## src/rtl/tech_regfile_arb.sv

```systemverilog
// Two-port arbiter in front of a single-port register-file macro.
// Optionally zero-fills the macro after reset, then grants one request per cycle with round-robin ties.
module tech_regfile_arb #(
  parameter int BIT_WIDTH      = 128,
  parameter int WORD_DEPTH     = 64,
  parameter bit CLEAR_ON_RESET = 1'b1,
  localparam int AW            = $clog2(WORD_DEPTH)
) (
  input  logic                 clk_i,
  input  logic                 rst_i,
  // requester 0
  input  logic                 req0_valid_i,
  output logic                 req0_ready_o,
  input  logic                 req0_we_i,
  input  logic [AW-1:0]        req0_addr_i,
  input  logic [BIT_WIDTH-1:0] req0_dat_i,
  output logic                 rsp0_valid_o,
  input  logic                 rsp0_ready_i,
  output logic [BIT_WIDTH-1:0] rsp0_dat_o,
  // requester 1
  input  logic                 req1_valid_i,
  output logic                 req1_ready_o,
  input  logic                 req1_we_i,
  input  logic [AW-1:0]        req1_addr_i,
  input  logic [BIT_WIDTH-1:0] req1_dat_i,
  output logic                 rsp1_valid_o,
  input  logic                 rsp1_ready_i,
  output logic [BIT_WIDTH-1:0] rsp1_dat_o,
  // macro side
  output logic                 rf_en_o,
  output logic                 rf_wen_o,
  output logic [AW-1:0]        rf_addr_o,
  output logic [BIT_WIDTH-1:0] rf_dat_o,
  input  logic [BIT_WIDTH-1:0] rf_dat_i,
  output logic                 init_done_o
);

  // Handshake: a request transfers when reqN_valid_i && reqN_ready_o in the same cycle;
  // a response transfers when rspN_valid_o && rspN_ready_i, and valid drops the next cycle.

  typedef enum logic [1:0] {
    ST_RESET = 2'd0,
    ST_INIT  = 2'd1,
    ST_RUN   = 2'd2
  } state_e;

  localparam logic [AW-1:0] INIT_LAST = AW'(WORD_DEPTH - 1);

  state_e               state_q;
  logic [AW-1:0]        init_cnt_q;
  logic                 init_done_q;
  logic                 last_q;
  logic                 last_d;
  logic [1:0]           inflight_q;
  logic [1:0]           inflight_d;
  logic [1:0]           rsp_valid_q;
  logic [1:0]           rsp_valid_d;
  logic [BIT_WIDTH-1:0] rsp_dat_q [2];

  logic                 run;
  logic [1:0]           req_valid;
  logic [1:0]           req_we;
  logic [1:0]           rsp_ready;
  logic [1:0]           elig;
  logic [1:0]           gnt;
  logic                 hs;
  logic                 sel_we;
  logic [AW-1:0]        sel_addr;
  logic [BIT_WIDTH-1:0] sel_dat;

  assign run       = (state_q == ST_RUN);
  assign req_valid = {req1_valid_i, req0_valid_i};
  assign req_we    = {req1_we_i, req0_we_i};
  assign rsp_ready = {rsp1_ready_i, rsp0_ready_i};

  // A read may issue once the previous response is gone or is being consumed this cycle.
  always_comb begin
    elig = 2'b00;
    for (int p = 0; p < 2; p++) begin
      elig[p] = run & req_valid[p] &
                (req_we[p] | (~inflight_q[p] & (~rsp_valid_q[p] | rsp_ready[p])));
    end
  end

  always_comb begin
    gnt = elig;
    if (elig == 2'b11) begin
      gnt = last_q ? 2'b01 : 2'b10;
    end
  end

  assign hs       = |gnt;
  assign sel_we   = gnt[1] ? req1_we_i   : req0_we_i;
  assign sel_addr = gnt[1] ? req1_addr_i : req0_addr_i;
  assign sel_dat  = gnt[1] ? req1_dat_i  : req0_dat_i;

  assign last_d     = hs ? gnt[1] : last_q;
  assign inflight_d = gnt & ~req_we;

  always_comb begin
    rsp_valid_d = rsp_valid_q;
    for (int p = 0; p < 2; p++) begin
      if (inflight_q[p]) begin
        rsp_valid_d[p] = 1'b1;
      end else if (rsp_valid_q[p] && rsp_ready[p]) begin
        rsp_valid_d[p] = 1'b0;
      end
    end
  end

  always_comb begin
    rf_en_o   = 1'b1;
    rf_wen_o  = 1'b1;
    rf_addr_o = '0;
    rf_dat_o  = '0;
    if (state_q == ST_INIT) begin
      rf_en_o   = 1'b0;
      rf_wen_o  = 1'b0;
      rf_addr_o = init_cnt_q;
    end else if (hs) begin
      rf_en_o   = 1'b0;
      rf_wen_o  = ~sel_we;
      rf_addr_o = sel_addr;
      rf_dat_o  = sel_we ? sel_dat : '0;
    end
  end

  always_ff @(posedge clk_i or posedge rst_i) begin
    if (rst_i) begin
      state_q      <= ST_RESET;
      init_cnt_q   <= '0;
      init_done_q  <= 1'b0;
      last_q       <= 1'b1;
      inflight_q   <= 2'b00;
      rsp_valid_q  <= 2'b00;
      rsp_dat_q[0] <= '0;
      rsp_dat_q[1] <= '0;
    end else begin
      case (state_q)
        ST_RESET: begin
          init_cnt_q <= '0;
          if (CLEAR_ON_RESET) begin
            state_q <= ST_INIT;
          end else begin
            state_q     <= ST_RUN;
            init_done_q <= 1'b1;
          end
        end
        ST_INIT: begin
          if (init_cnt_q == INIT_LAST) begin
            state_q     <= ST_RUN;
            init_done_q <= 1'b1;
          end else begin
            init_cnt_q <= init_cnt_q + 1'b1;
          end
        end
        ST_RUN: begin
          inflight_q  <= inflight_d;
          rsp_valid_q <= rsp_valid_d;
          last_q      <= last_d;
          // Macro read data is valid the cycle after the read handshake.
          for (int p = 0; p < 2; p++) begin
            if (inflight_q[p]) begin
              rsp_dat_q[p] <= rf_dat_i;
            end
          end
        end
        default: state_q <= ST_RESET;
      endcase
    end
  end

  assign req0_ready_o = gnt[0];
  assign req1_ready_o = gnt[1];
  assign rsp0_valid_o = rsp_valid_q[0];
  assign rsp1_valid_o = rsp_valid_q[1];
  assign rsp0_dat_o   = rsp_dat_q[0];
  assign rsp1_dat_o   = rsp_dat_q[1];
  assign init_done_o  = init_done_q;

endmodule
```

## config.mk

```make
export PLATFORM = sky130hd
export DESIGN_NAME = tech_regfile_arb
export DESIGN_NICKNAME = d
export VERILOG_FILES = /design/src/rtl/tech_regfile_arb.sv
export SDC_FILE = /design/constraint.sdc
export NUM_CORES = 1
export LEC_CHECK = 0
export CORE_AREA = 2 2 312 314
export DETAILED_ROUTE_END_ITERATION = 8
export DIE_AREA = 0 0 314 316
export SLEW_MARGIN = 20
export SYNTH_ARGS = -nofsm -noshare
export SYNTH_HDL_FRONTEND = slang
export SYNTH_SLANG_ARGS = --single-unit
```

## constraint.sdc

```tcl
create_clock -name clk_i -period 25.6 [get_ports clk_i]
set_clock_uncertainty 0.05 [all_clocks]
set_input_delay 2.56 -clock clk_i [delete_from_list [all_inputs] [get_ports clk_i]]
set_output_delay 2.56 -clock clk_i [all_outputs]
set_load 0.05 [all_outputs]
```

==> metrics.cfg, run 1 <==
[placed_design]
dp_hpwl_mm = 59.04
gp_congestion = 0.8222
postPlaceCellArea_mm2 = 0.02213
dp.cells = 3076
portBuffers = 800

[timing]
rsz0062_at_grt = no
hold_viol = 0
max_freq_mhz = 111.2
setup_tns_ns = 0
period_needed_ns = 8.989
setup_viol = 0
hold_ws_ns = 0.4336
maxSlewViolCount = 0
maxSlewHeadroom_pct = 27.64
worstMarginPinSlew_ns = 1.085
fin_crit_sh_pct = 35.11

[logic_synthesis]
synth_cell_types = 34
ys.flop_type = dfrtp_1
synth_edf_count = 0
synthTopCellsByArea = dfrtp_1, mux2_2, mux2i_1
ys_ff_latch = 270
yosys_warnings = 0
avgSynthCellArea_um2 = 12.13
synth.yosys.seq_area_share_pct = 52.19
ys_top_cells_by_count = nand2_1, dfrtp_1, mux2_2, mux2i_1, buf_2
synth_top_cell_area_share_pct = 51.99
postSynthCellCount = 1067
synthArstFlopShare_pct = 100.0
syn_nets = 1472
netlist_area_mm2 = 0.01295
post-synth-top-area-cell = dfrtp_1
yosysMostFrequentCell = nand2_1

[setup_path]
cpMostUsedCell = clkdlybuf4s50_1
crit_family = buffers and inverters
crit_buf_inv = 3
crit_slowest_cell = buf_4
r2r-start = state_q[1]
path_max_fanout = 66
worstReg2RegEnd = rsp1_dat_o[11]
ff2ff_setup_slack_ns = 22.03
r2r_cells = 5
endpoint_kind = output port
critical_path_depth = 7
cp.required_ns = 22.99
critical_path_arrival_ns = 6.38
startpoint_type = primary input
crit_type = in2out
worstPathCellList = clkdlybuf4s50_1, or3b_1, and4_4, nand2_8, buf_4, mux2i_1, clkdlybuf4s50_1
cpPeakStageDelay_ns = 0.95

[floorplanning]
io_pins = 801
die_width_um = 314
chipHeight_um = 316
core_mm2 = 0.09599
row_count = 114
start_util_pct = 13.49
dieArea_mm2 = 0.09922

[clocking]
cts_hold_buf = 0
cts_repair_resize_count = 0
cts_buffers = 34
insertion_delay_ns = 0.55
cts_tree = yes
cts_max_level = 2
clockRootBuffer = clkbuf_16
path_clk_slew_ns = 0.06
clkSinkCount = 270
clockBufferDepth = 3
cts_setup_buffers = 0

[pwr]
vdd_ir_drop_max_mv = 0.05391
p_per_area_mw_per_mm2 = 51.99
leakage_nw = 9.795

[min_path]
min-delay-start = init_done_o
hold_end = init_done_o
min_path_type = reg2reg
hold_depth = 1

[finish]
area_growth_pct = 80.19
final_core_util_pct = 24.30
final_area_mm2 = 0.02333
drive_gt1_share_pct = 17.72
num-nets-final = 2241
finalNonFillerCells = 3139
nFillCells = 10266

[flow_run]
max_cap_violations = 0

[global_route]
grt-ovfl-total = 0
grt_usage_pct = 13.93
grt_pass1_vias = 11789
grt_max_degree = 103
grt_first_pass_wirelength_mm = 96.30
antenna_found_initial = 19

[routing]
route.detailed.drc = 0
drt-initial-drc-count = 499
firstDrtPassIters = 4
vias_per_cell = 3.625
wirelength_mm = 72.73
wire_per_inst_um = 23.17
antenna_left = 0
route.vias.total = 11379

[status]
status = completed

[flip-flops by register name (all words and copies together) (netlist names)]
name / cells
rsp0_dat_o: 128
rsp1_dat_o: 128
init_cnt_q: 6
inflight_q: 2
rsp_valid_q: 2
state_q: 2
init_done_o: 1
last_q: 1
[metal layers]
layer / routed length (um) / vias up / track usage (%)
met5: 106 / - / 0
met4: 2293 / 20 / 4.915
met3: 8023 / 86 / 6.625
met2: 34510 / 511 / 23.02
met1: 27800 / 5547 / 15.66
li1: - / 5215 / -
[stage by stage]
step / power [mW] / worst slack (ns)
after floorplan: 0.5703 / 15.55
after global placement: 0.6997 / 16.53
after detailed placement: 0.7000 / 16.55
after CTS: 1.241 / 16.54
after global routing: 1.263 / 16.42
final: 1.213 / 16.61
[where the power goes]
part | switching, mW | internal [mW]
Clock | 0.197 | 0.325
Combinational | 0.127 | 0.106
Sequential | 0.0105 | 0.448
[area by class of cell]
type                       instances  area, um^2  share of cell area [%]
timing repair buffer             810        8080                   34.63
sequential                       270        6758                   28.97
multi-input combinational        716        5668                   24.29
tap                             1276        1597                   6.843
clock buffer                      42       912.1                   3.910
clock inverter                    15       277.8                   1.191
inverter                           4       22.52                 0.09654
antenna                            6       15.01                 0.06436
[cells in the final DEF, fill, tap and decap left out, types with 4 or more instances in the layout]
cell type and instances:
a21oi_1 7, a221o_1 6, a22o_1 4, buf_4 11
bufinv_16 7, clkbuf_1 6, clkbuf_16 35, clkdlybuf4s50_1 799
dfrtp_1 269, diode_2 6, mux2_2 258, mux2i_1 128
nand2_1 269, nand2b_1 6, nor2_1 6, o2111a_1 6
[kinds of logic (layout without fill, tap and decap cells)]
kind of cell,Yosys count,in the layout,synth area share [%]
other,0,6,0
DFF,270,270,52.19
AOI/OAI and AO/OA,32,32,2.000
muxes,386,386,32.33
and+or+nand+nor,297,297,9.103
buffers and inverters,81,871,4.271
adders and majority gates,1,1,0.09662
[how the worst max path moves through the flow]
stage	startpoint	to	slack [ns]
5_1_grt	rsp1_ready_i	rf_dat_o[117]	16.42
3_5_place_dp	req1_we_i	rf_wen_o	16.55
2_1_floorplan	rst_i	inflight_q[0]	15.55
3_3_place_gp	req1_we_i	rf_wen_o	16.53
6_report	rsp1_ready_i	rf_dat_o[117]	16.61
4_1_cts	req1_we_i	rf_wen_o	16.54
Note: power is estimated with default switching activity, not from simulation.
==> inputs of run 2 (changes only) <==
- clock period: 25.6 -> 8.7 ns (I/O delays scaled with it)
==> metrics.cfg, run 2 (synthesis results as in run 1) <==
[floorplanning]
io_pins = 801
dieArea_mm2 = 0.09922
chipHeight_um = 316
row_count = 114
start_util_pct = 13.49
core_mm2 = 0.09599
die_width_um = 314

[setup_path]
endpoint_kind = output port
crit_type = reg2out
cp.required_ns = 7.78
r2r-start = state_q[1]
startpoint_type = flop
path_max_fanout = 81
worstSetupStartpoint = state_q[1]
critical_path_arrival_ns = 4.72

[status]
status = completed

[routing]
vias_per_cell = 3.659
route.vias.total = 11427
route.detailed.drc = 0
antenna_left = 0
firstDrtPassIters = 4
drt-initial-drc-count = 440
wirelength_mm = 73.32
wire_per_inst_um = 23.48

[timing]
hold_viol = 0
maxSlewHeadroom_pct = 28.34
period_needed_ns = 5.645
maxSlewViolCount = 0
max_freq_mhz = 177.2
rsz0062_at_grt = no
fin_ws_ns = 3.055
fin_crit_sh_pct = 64.88
setup_tns_ns = 0
worstMarginPinSlew_ns = 1.075
setup_viol = 0

[global_route]
grt_pass1_vias = 12008
grt_max_degree = 151
grt_usage_pct = 13.96
grt-ovfl-total = 0
antenna_found_initial = 17
grt_first_pass_wirelength_mm = 97.50

[clocking]
cts_hold_buf = 0
clockRootBuffer = clkbuf_16
clockBufferDepth = 3
cts_setup_buffers = 0
cts_tree = yes
cts_max_level = 1
cts_buffers = 30
cts_repair_resize_count = 0
clkSinkCount = 270
path_clk_slew_ns = 0.07
insertion_delay_ns = 0.58

[min_path]
min_path_type = reg2reg
min-delay-start = init_done_o

[finish]
drive_gt1_share_pct = 17.12
layout_common_cells = clkdlybuf4s50_1, nand2_1, dfrtp_1, mux2_2, mux2i_1
final_common_cell = clkdlybuf4s50_1
num-nets-final = 2235
finalNonFillerCells = 3123
area_growth_pct = 78.05

[placed_design]
gp_congestion = 0.8240
dp_hpwl_mm = 59.51
dp_worst_setup_slack_ns = 2.947
dp.cells = 3074
portBuffers = 800

[flow_run]
max_cap_violations = 0

[pwr]
leakage_nw = 9.669
vdd_ir_drop_max_mv = 0.1655
p_per_area_mw_per_mm2 = 142.0

## run 2: critical path: stages (launching register included)
cell	delay [ns]
dfrtp_1	0.55
nor2b_1	0.44
buf_4	0.27
and3_4	0.81
buf_4	0.60
nand2_1	0.11
mux2i_1	0.32
clkdlybuf4s50_1	0.91
## run 2: final timing paths
kind | to | slack, ns | cells past startpoint
setup / recovery | rf_dat_o[116] | 3.06 | 7
hold / removal | init_done_o | 0.44 | 1
setup reg to reg | rsp0_dat_o[94] | 5.45 | 5
hold reg to reg | init_done_o | 0.44 | 1
max in group asynchronous | rsp1_dat_o[121] | 6.26 | 3
min in group asynchronous | rsp1_dat_o[48] | 0.83 | 2
## run 2: routing by layer
metal  GRT usage (%)  vias up  wire length, um
li1                -     5183                -
met4           2.566       24             1249
met5               0        -              158
met1           15.80     5609            28110
met2           24.84      529            36420
met3           5.575       82             7383
## run 2: through the flow
step | area (um^2) | hold slack (ns) | total power [mW] | utilization (%)
after global routing | 23050 | 0.4583 | 3.403 | 24.01
after global placement | 22120 | 0.4323 | 2.060 | 23.04
after floorplan | 12950 | 0.4205 | 1.678 | -
final | 23050 | 0.4399 | 3.273 | 24.02
after detailed placement | 22120 | 0.4232 | 2.060 | 23.04
after CTS | 23050 | 0.4387 | 3.340 | 24.01
## run 2: area by class of cell
cell class                 instances  area [um^2]
antenna                            1        2.502
tap                             1276         1597
multi-input combinational        716         5665
timing repair buffer             808         8078
inverter                           4        22.52
fill                           10253        72940
sequential                       270         6758
clock buffer                      43        870.8
clock inverter                     5        60.06
## run 2: power breakdown
group	internal (mW)	switching (mW)	total, mW
registers	1.32	0.0301	1.35
clock network	0.715	0.527	1.24
logic	0.311	0.374	0.684
total	2.34	0.930	3.27
